==> src/rtl/mu_mem_arbiter.sv <==
// Two-master (instruction fetch / load-store) arbiter onto one memory port.
// One transaction outstanding; LSU has priority with a bounded fetch-starvation window.
`ifndef CPU_WIDTH
`define CPU_WIDTH 32
`endif

module mu_mem_arbiter #(
   parameter int unsigned ADDR_W     = 32,
   parameter int unsigned DATA_W     = `CPU_WIDTH,
   parameter int unsigned STARVE_MAX = 4
) (
   input  logic                clk,
   input  logic                rst_n,
   input  logic                if_req_valid,
   output logic                if_req_ready,
   input  logic [ADDR_W-1:0]   if_addr,
   output logic                if_rsp_valid,
   output logic [DATA_W-1:0]   if_rdata,
   input  logic                ls_req_valid,
   output logic                ls_req_ready,
   input  logic [ADDR_W-1:0]   ls_addr,
   input  logic                ls_we,
   input  logic [DATA_W-1:0]   ls_wdata,
   input  logic [DATA_W/8-1:0] ls_wstrb,
   output logic                ls_rsp_valid,
   output logic [DATA_W-1:0]   ls_rdata,
   output logic                mem_req,
   output logic [ADDR_W-1:0]   mem_addr,
   output logic                mem_we,
   output logic [DATA_W-1:0]   mem_wdata,
   output logic [DATA_W/8-1:0] mem_wstrb,
   input  logic                mem_gnt,
   input  logic                mem_rvalid,
   input  logic [DATA_W-1:0]   mem_rdata,
   output logic                busy
);

   localparam int unsigned STRB_W = DATA_W / 8;
   localparam int unsigned CNT_W  = (STARVE_MAX < 1) ? 1 : $clog2(STARVE_MAX + 1);

   typedef enum logic [1:0] {
      ST_IDLE  = 2'd0,
      ST_ISSUE = 2'd1,
      ST_WAIT  = 2'd2
   } state_e;

   state_e              state_q, state_d;
   logic [CNT_W-1:0]    starve_q, starve_d;
   logic                ls_own_q, ls_own_d;
   logic [ADDR_W-1:0]   addr_q, addr_d;
   logic                we_q, we_d;
   logic [DATA_W-1:0]   wdata_q, wdata_d;
   logic [STRB_W-1:0]   wstrb_q, wstrb_d;
   logic                mem_req_q, mem_req_d;
   logic                busy_q, busy_d;
   logic                if_rsp_valid_q, if_rsp_valid_d;
   logic                ls_rsp_valid_q, ls_rsp_valid_d;
   logic [DATA_W-1:0]   if_rdata_q, if_rdata_d;
   logic [DATA_W-1:0]   ls_rdata_q, ls_rdata_d;

   logic                starve_full;
   logic                if_win;
   logic                ls_win;
   logic                if_acc;
   logic                ls_acc;

   // Arbitration: LSU first unless fetch has waited out the starvation window.
   always_comb begin
      starve_full  = (starve_q == CNT_W'(STARVE_MAX));
      if_win       = if_req_valid && (!ls_req_valid || starve_full);
      ls_win       = ls_req_valid && !if_win;
      if_req_ready = rst_n && (state_q == ST_IDLE) && if_win;
      ls_req_ready = rst_n && (state_q == ST_IDLE) && ls_win;
      if_acc       = if_req_valid && if_req_ready;
      ls_acc       = ls_req_valid && ls_req_ready;
   end

   always_comb begin
      state_d        = state_q;
      starve_d       = starve_q;
      ls_own_d       = ls_own_q;
      addr_d         = addr_q;
      we_d           = we_q;
      wdata_d        = wdata_q;
      wstrb_d        = wstrb_q;
      if_rdata_d     = if_rdata_q;
      ls_rdata_d     = ls_rdata_q;
      if_rsp_valid_d = 1'b0;
      ls_rsp_valid_d = 1'b0;

      case (state_q)
         ST_IDLE: begin
            if (if_acc) begin
               ls_own_d = 1'b0;
               addr_d   = if_addr;
               we_d     = 1'b0;
               wdata_d  = '0;
               wstrb_d  = '0;
               starve_d = '0;
               state_d  = ST_ISSUE;
            end else if (ls_acc) begin
               ls_own_d = 1'b1;
               addr_d   = ls_addr;
               we_d     = ls_we;
               wdata_d  = ls_wdata;
               wstrb_d  = ls_wstrb;
               if (if_req_valid && !starve_full) begin
                  starve_d = starve_q + CNT_W'(1);
               end
               state_d  = ST_ISSUE;
            end
         end
         ST_ISSUE: begin
            if (mem_gnt) begin
               state_d = ST_WAIT;
            end
         end
         ST_WAIT: begin
            if (mem_rvalid) begin
               state_d = ST_IDLE;
               if (ls_own_q) begin
                  ls_rsp_valid_d = 1'b1;
                  ls_rdata_d     = we_q ? '0 : mem_rdata;
               end else begin
                  if_rsp_valid_d = 1'b1;
                  if_rdata_d     = mem_rdata;
               end
            end
         end
         default: state_d = ST_IDLE;
      endcase

      mem_req_d = (state_d == ST_ISSUE);
      busy_d    = (state_d != ST_IDLE);
   end

   always_ff @(posedge clk) begin
      if (!rst_n) begin
         state_q        <= ST_IDLE;
         starve_q       <= '0;
         ls_own_q       <= 1'b0;
         addr_q         <= '0;
         we_q           <= 1'b0;
         wdata_q        <= '0;
         wstrb_q        <= '0;
         mem_req_q      <= 1'b0;
         busy_q         <= 1'b0;
         if_rsp_valid_q <= 1'b0;
         ls_rsp_valid_q <= 1'b0;
         if_rdata_q     <= '0;
         ls_rdata_q     <= '0;
      end else begin
         state_q        <= state_d;
         starve_q       <= starve_d;
         ls_own_q       <= ls_own_d;
         addr_q         <= addr_d;
         we_q           <= we_d;
         wdata_q        <= wdata_d;
         wstrb_q        <= wstrb_d;
         mem_req_q      <= mem_req_d;
         busy_q         <= busy_d;
         if_rsp_valid_q <= if_rsp_valid_d;
         ls_rsp_valid_q <= ls_rsp_valid_d;
         if_rdata_q     <= if_rdata_d;
         ls_rdata_q     <= ls_rdata_d;
      end
   end

   assign mem_req      = mem_req_q;
   assign mem_addr     = addr_q;
   assign mem_we       = we_q;
   assign mem_wdata    = wdata_q;
   assign mem_wstrb    = wstrb_q;
   assign busy         = busy_q;
   assign if_rsp_valid = if_rsp_valid_q;
   assign ls_rsp_valid = ls_rsp_valid_q;
   assign if_rdata     = if_rdata_q;
   assign ls_rdata     = ls_rdata_q;

endmodule

==> config.mk <==
export PLATFORM = sky130hd
export DESIGN_NAME = mu_mem_arbiter
export DESIGN_NICKNAME = d
export VERILOG_FILES = /design/src/rtl/mu_mem_arbiter.sv
export SDC_FILE = /design/constraint.sdc
export NUM_CORES = 1
export LEC_CHECK = 0
export BUFFER_PORTS_ARGS = -buffer_cell sky130_fd_sc_hd__buf_4
export CELL_PAD_IN_SITES_DETAIL_PLACEMENT = 1
export CELL_PAD_IN_SITES_GLOBAL_PLACEMENT = 1
export CORE_MARGIN = 4
export CORE_UTILIZATION = 34
export CTS_BUF_LIST = sky130_fd_sc_hd__clkbuf_16
export DETAILED_ROUTE_END_ITERATION = 8
export GPL_TIMING_DRIVEN = 0
export PLACE_DENSITY = 0.76
export SLEW_MARGIN = 20
export SYNTH_ARGS = -nofsm -noshare
export SYNTH_HDL_FRONTEND = slang
export SYNTH_SLANG_ARGS = --single-unit
==> constraint.sdc <==
create_clock -name clk -period 2.15 [get_ports clk]
set_input_delay 0.3225 -clock clk [delete_from_list [all_inputs] [get_ports clk]]
set_output_delay 0.3225 -clock clk [all_outputs]
set_load 0.02 [all_outputs]
## Word level (Yosys, flattened, before mapping)

Index checks and enable logic that the tools add are counted.

- Register bits: 143
- Input bits: 139
- Output and inout port bits: 139
- Word-level logic and storage cells: 61

- Add/subtract/negate cells: 1
- Eq/ne operators: 4
- Muxes and demuxes: 21
- Bitwise logic cells: 1
- Reductions and logical operators: 21

Operator list:

| kind | count |
|---|---|
| 32-bit 2-to-1 mux | 5 |
| 3-bit AND reduction | 4 |
| 3-bit 2-to-1 mux | 3 |
| 1-bit logical AND | 8 |
| 2-bit 2-to-1 mux | 4 |
| 4-bit 2-to-1 mux | 2 |
| 1-bit 2-to-1 mux | 6 |
| 2-bit one-hot mux with 3 select lines | 1 |
| 2-bit nonzero test | 3 |
| 2-bit by 1-bit equality test with 1-bit output, second input constant | 2 |
| 3-bit by 1-bit adder with 3-bit output, second input constant | 1 |
| 3-bit equality test, second input constant | 1 |
| 1-bit zero test | 3 |
| 2-bit equality test, second input constant | 1 |
| 2-bit zero test | 1 |
| 2-bit AND reduction | 1 |
| 1-bit logical OR | 1 |
| 1-bit NOT | 1 |

## Depth between registers and ports, before layout

- Word-level depth: 11
- Mapped depth: 6
- Mapped depth without buffers: 5

## Worst setup path after synthesis

Ideal clock, no wire load.

- Path type: reg-to-output
- Start point: register starve_q[0]
- End point: output port if_req_ready
- Data arrival time: 1.219 ns
- Required time: 1.827 ns
- Setup slack: 0.609 ns
- Cell stages (with the launch flop): 6
- Path buffers: 1
- Cells stage by stage: dfxtp_1 inv_1 ha_1 a21boi_4 buf_2 nor2_1

- Longest elaborated chain between the ends: 4

RTL lines:

| item | RTL line | source |
|---|---|---|
| start: declaration | 48 | `logic [CNT_W-1:0] starve_q, starve_d;` |
| start signal: assignment | 154 | `starve_q <= starve_d;` |
| 3-bit equality test | 69 | `starve_full = (starve_q == CNT_W'(STARVE_MAX));` |
| 1-bit logical OR | 70 | `if_win = if_req_valid && (!ls_req_valid \|\| starve_full);` |
| 1-bit logical AND | 70 |  |
| 1-bit logical AND | 72 | `if_req_ready = rst_n && (state_q == ST_IDLE) && if_win;` |
| end: declaration | 15 | `output logic if_req_ready,` |

Every way passes these cells.

## Worst setup path after layout

Same ends and word-level chain as after synthesis.

==> results.md <==
* Final Non-Filler Cells at between 1000 and 1500
* Sequential element share of the synthesized area at 0.476
* DR iter-0 viols at 159
* Synth Area in Adders at 0.00416
* Antenna violations before repair at 0
* Setup ws final at 0.104 ns
* Maxcap violations at 0
* Most frequent cells in the layout: buf_4, dfxtp_1, nand2_1
* Synth Instances at 620
* RSZ-0062 raised after global routing: false
* Core ar. at ~17000 µm²
* DR vias/cell at around 5.0
* Die area at 19900 µm²
* Worst Path Arrival at about 1.7 ns
* Pre-CTS setup slack at between 0.2 and 0.3 ns
* Placed insts at between 1000 and 1500
* Largest family of logic cells by synthesized area: compound AO/OA/AOI/OAI gates
* CP Capture Type: output port
* Worst Hold Class: in -> reg
* Drt wl/cell at between 15 and 20 µm
* Post-synthesis mux area share at 0
* Max Clk Rate at just under 0.5 GHz
* CP Buf/Inv Count at 3
* Worst-path clk slew at around 0.06 ns
* Antenna cells at 0
* IO Port Bufs at roughly 280
* Cell Int Power at just over 5 mW
* Nets at 1057
* TritonCTS clock tree: built
* Gate power share at 0.165
* Area post-placement at 8370 µm²
* ANT nets after route at 0
* Crit-path cells: inv_1, ha_1, a21boi_4, clkbuf_4, nor2_1, buf_4
* TritonCTS Buffers at 17
* Status: complete, no violations
* Final min period at between 2 and 2.5 ns
* Worst EP required at between 1.5 and 2 ns
* Seq pwr share at 0.411
* Xor-xnor portion of the synthesized cell area at 0
* DRC at 0
* Post-DP HPWL at between 15000 and 20000 µm
* IO Count at roughly 280
* Fraction of layout cells with a size suffix above 1 at 0.450
* Area grow syn2layout at 49.1%
* Sinks on Clock Net at ~140
* CP max stage delay at about 0.35 ns
* Post-Syn Area at between 6000 and 7000 µm²
* CTS root buffer: clkbuf_16
* Total power at approximately 6.9 mW
* GP Congestion at ~0.76
* Largest net degree at the start of global routing at 17
* Vias at roughly 5800
* Die width at 141 µm
* Sw frac at 0.275
* Final worst-path cycle share at 0.952
* Num rows at 48
* Die span in y at 141 µm
* Library cells used by synthesis at 36
* Worst reg2reg setup slack at between 0.3 and 0.4 ns
* Clock Latency Late Sink at around 0.42 ns
* Pwr dens at a little under 800 nW/µm²
* Syn nets at 761
* Clock buffer depth at 2
* Synth Register Bits at about 140
* Synth Area in Compound Gates at 0.251
* Peak supply drop at ~0.00054 V
* Worst-Margin Slew at roughly 0.64 ns
* Worst-path fanout max at 10
* DRT Wirelength at ~21000 µm
* Global-route wire length before repair at roughly 34000 µm
* Design Area, Final at roughly 9000 µm²
* GRT Residual Overflow at 0
* Pre-antenna DRT Iters at 4
* Max-slew violations at 0
* Yosys warns at 0
* Leakage at 3.73 nW
* Final Hold Viols at 0
* Simple-Gate Fraction of Synth Area at 0.215
* Crit path max-delay family: buffers and inverters
* Initial Util at 0.348
* H-tree levels at 4
* Setup violations, final at 0
* Startpoint types: flop
* Commonest non-fill, non-tap cell in the layout: buf_4
* Worst rel slew slack at 0.572
* Final setup TNS at 0 ns
* CP max stage cell: dfxtp_1
* Max Clock Skew at approximately 0.016 ns
* Crit Path Category: reg -> out
* Avg Cell Area, Syn at 9.70 µm²
* Net Switching at approximately 1.9 mW
* Vias in the first global route at between 6000 and 7000
* Total GRT Usage at 0.211
* Clk pwr share at 0.425
-- synth_stat cells --
master / instances / area share
a21boi_1: 14 / 0.017
a211oi_2: 27 / 0.056
ha_1: 2 / 0.0042
and4bb_1: 1 / 0.0021
nor2b_1: 2 / 0.0021
nand2_1: 101 / 0.063
buf_2: 38 / 0.032
a211oi_1: 5 / 0.0062
nor3b_1: 1 / 0.0012
and4bb_2: 2 / 0.0042
o31a_1: 1 / 0.0015
o21ai_2: 1 / 0.0015
and2_1: 3 / 0.0031
nand3_1: 24 / 0.020
a21boi_0: 42 / 0.052
nor3_1: 32 / 0.027
or2_2: 2 / 0.0021
inv_1: 2 / 0.0012
nor4b_1: 3 / 0.0044
o2bb2ai_1: 1 / 0.0015
nor4b_2: 29 / 0.072
nor3_2: 1 / 0.0017
dfxtp_1: 143 / 0.48
buf_6: 3 / 0.0056
nand2b_1: 1 / 0.0010
o21ai_0: 21 / 0.017
nor2_1: 6 / 0.0037
nand4bb_1: 3 / 0.0056
o21a_1: 4 / 0.0050
buf_4: 4 / 0.0050
a22o_1: 32 / 0.047
a21boi_4: 1 / 0.0031
a21oi_1: 49 / 0.041
clkbuf_1: 17 / 0.011
nand4b_1: 1 / 0.0015
a21bo_2: 1 / 0.0017
-- worst paths after layout --
path | from | endpoint | depth (start not counted)
setup / recovery | starve_q[0] | if_req_ready | 6
hold / removal | mem_rdata[13] | ls_rdata[13] | 2
setup reg to reg | starve_q[0] | mem_we | 7
hold reg to reg | if_rdata[25] | if_rdata[25] | 2
-- per-stage QoR --
| stage | hold WS, ns | util |
|---|---|---|
| after floorplan | 0.448 | - |
| after global placement | 0.442 | 0.484 |
| after detailed placement | 0.446 | 0.484 |
| after CTS | 0.107 | 0.518 |
| after global routing | 0.116 | 0.519 |
| final | 0.128 | 0.519 |
-- power groups by stage --
stage          combinational, mW  clock (mW)  sequential (mW)
2_1_floorplan              0.453           0             3.04
3_3_place_gp                1.14           0             2.90
3_5_place_dp                1.15           0             2.90
4_1_cts                     1.15        3.02             2.85
5_1_grt                     1.24        3.13             2.86
6_report                    1.14        2.95             2.85
-- flip-flops by register name, summed over array words and instances, names as in the netlist --
name and flops:
ls_rsp_valid 1, mem_wstrb 4, state_q 2, busy 1, ls_rdata 32, mem_req 1
ls_own_q 1, mem_we 1, if_rsp_valid 1, mem_addr 32, if_rdata 32, starve_q 3
mem_wdata 32
-- logic make-up (layout without fill, tap and decap cells) --
| logic type | count (synthesis) | after routing |
|---|---|---|
| and+or+nand+nor | 212 | 212 |
| AOI/OAI and AO/OA | 199 | 199 |
| DFF | 143 | 143 |
| buffers and inverters | 64 | 373 |
| adders and majority gates | 2 | 2 |
-- routing by layer --
layer	up-vias	track usage	wire (µm)
met4	0	0.0551	298
met2	210	0.364	10400
met3	18	0.0729	1870
met5	-	0	0
li1	2819	-	-
met1	2770	0.252	8720
-- area by class of cell --
| class | instances | area, µm² |
|---|---|---|
| well taps | 225 | 282 |
| clock inverters | 15 | 160 |
| multi-input cells | 413 | 2830 |
| plain buffers | 62 | 320 |
| clock buffers | 17 | 425 |
| repair buffers | 277 | 2080 |
| inverters | 2 | 7.51 |
| fillers | 2086 | 8320 |
| flip-flops and latches | 143 | 2870 |
-- what timing repair did --
action / CTS / global route
resized for setup: 0 / 4
setup endpoints to repair: 1 / 2
setup buffers: 1 / 0
pin swaps: 1 / 0
hold buffers: 0 / 0
No activity file was read; power rests on OpenSTA's default activity.
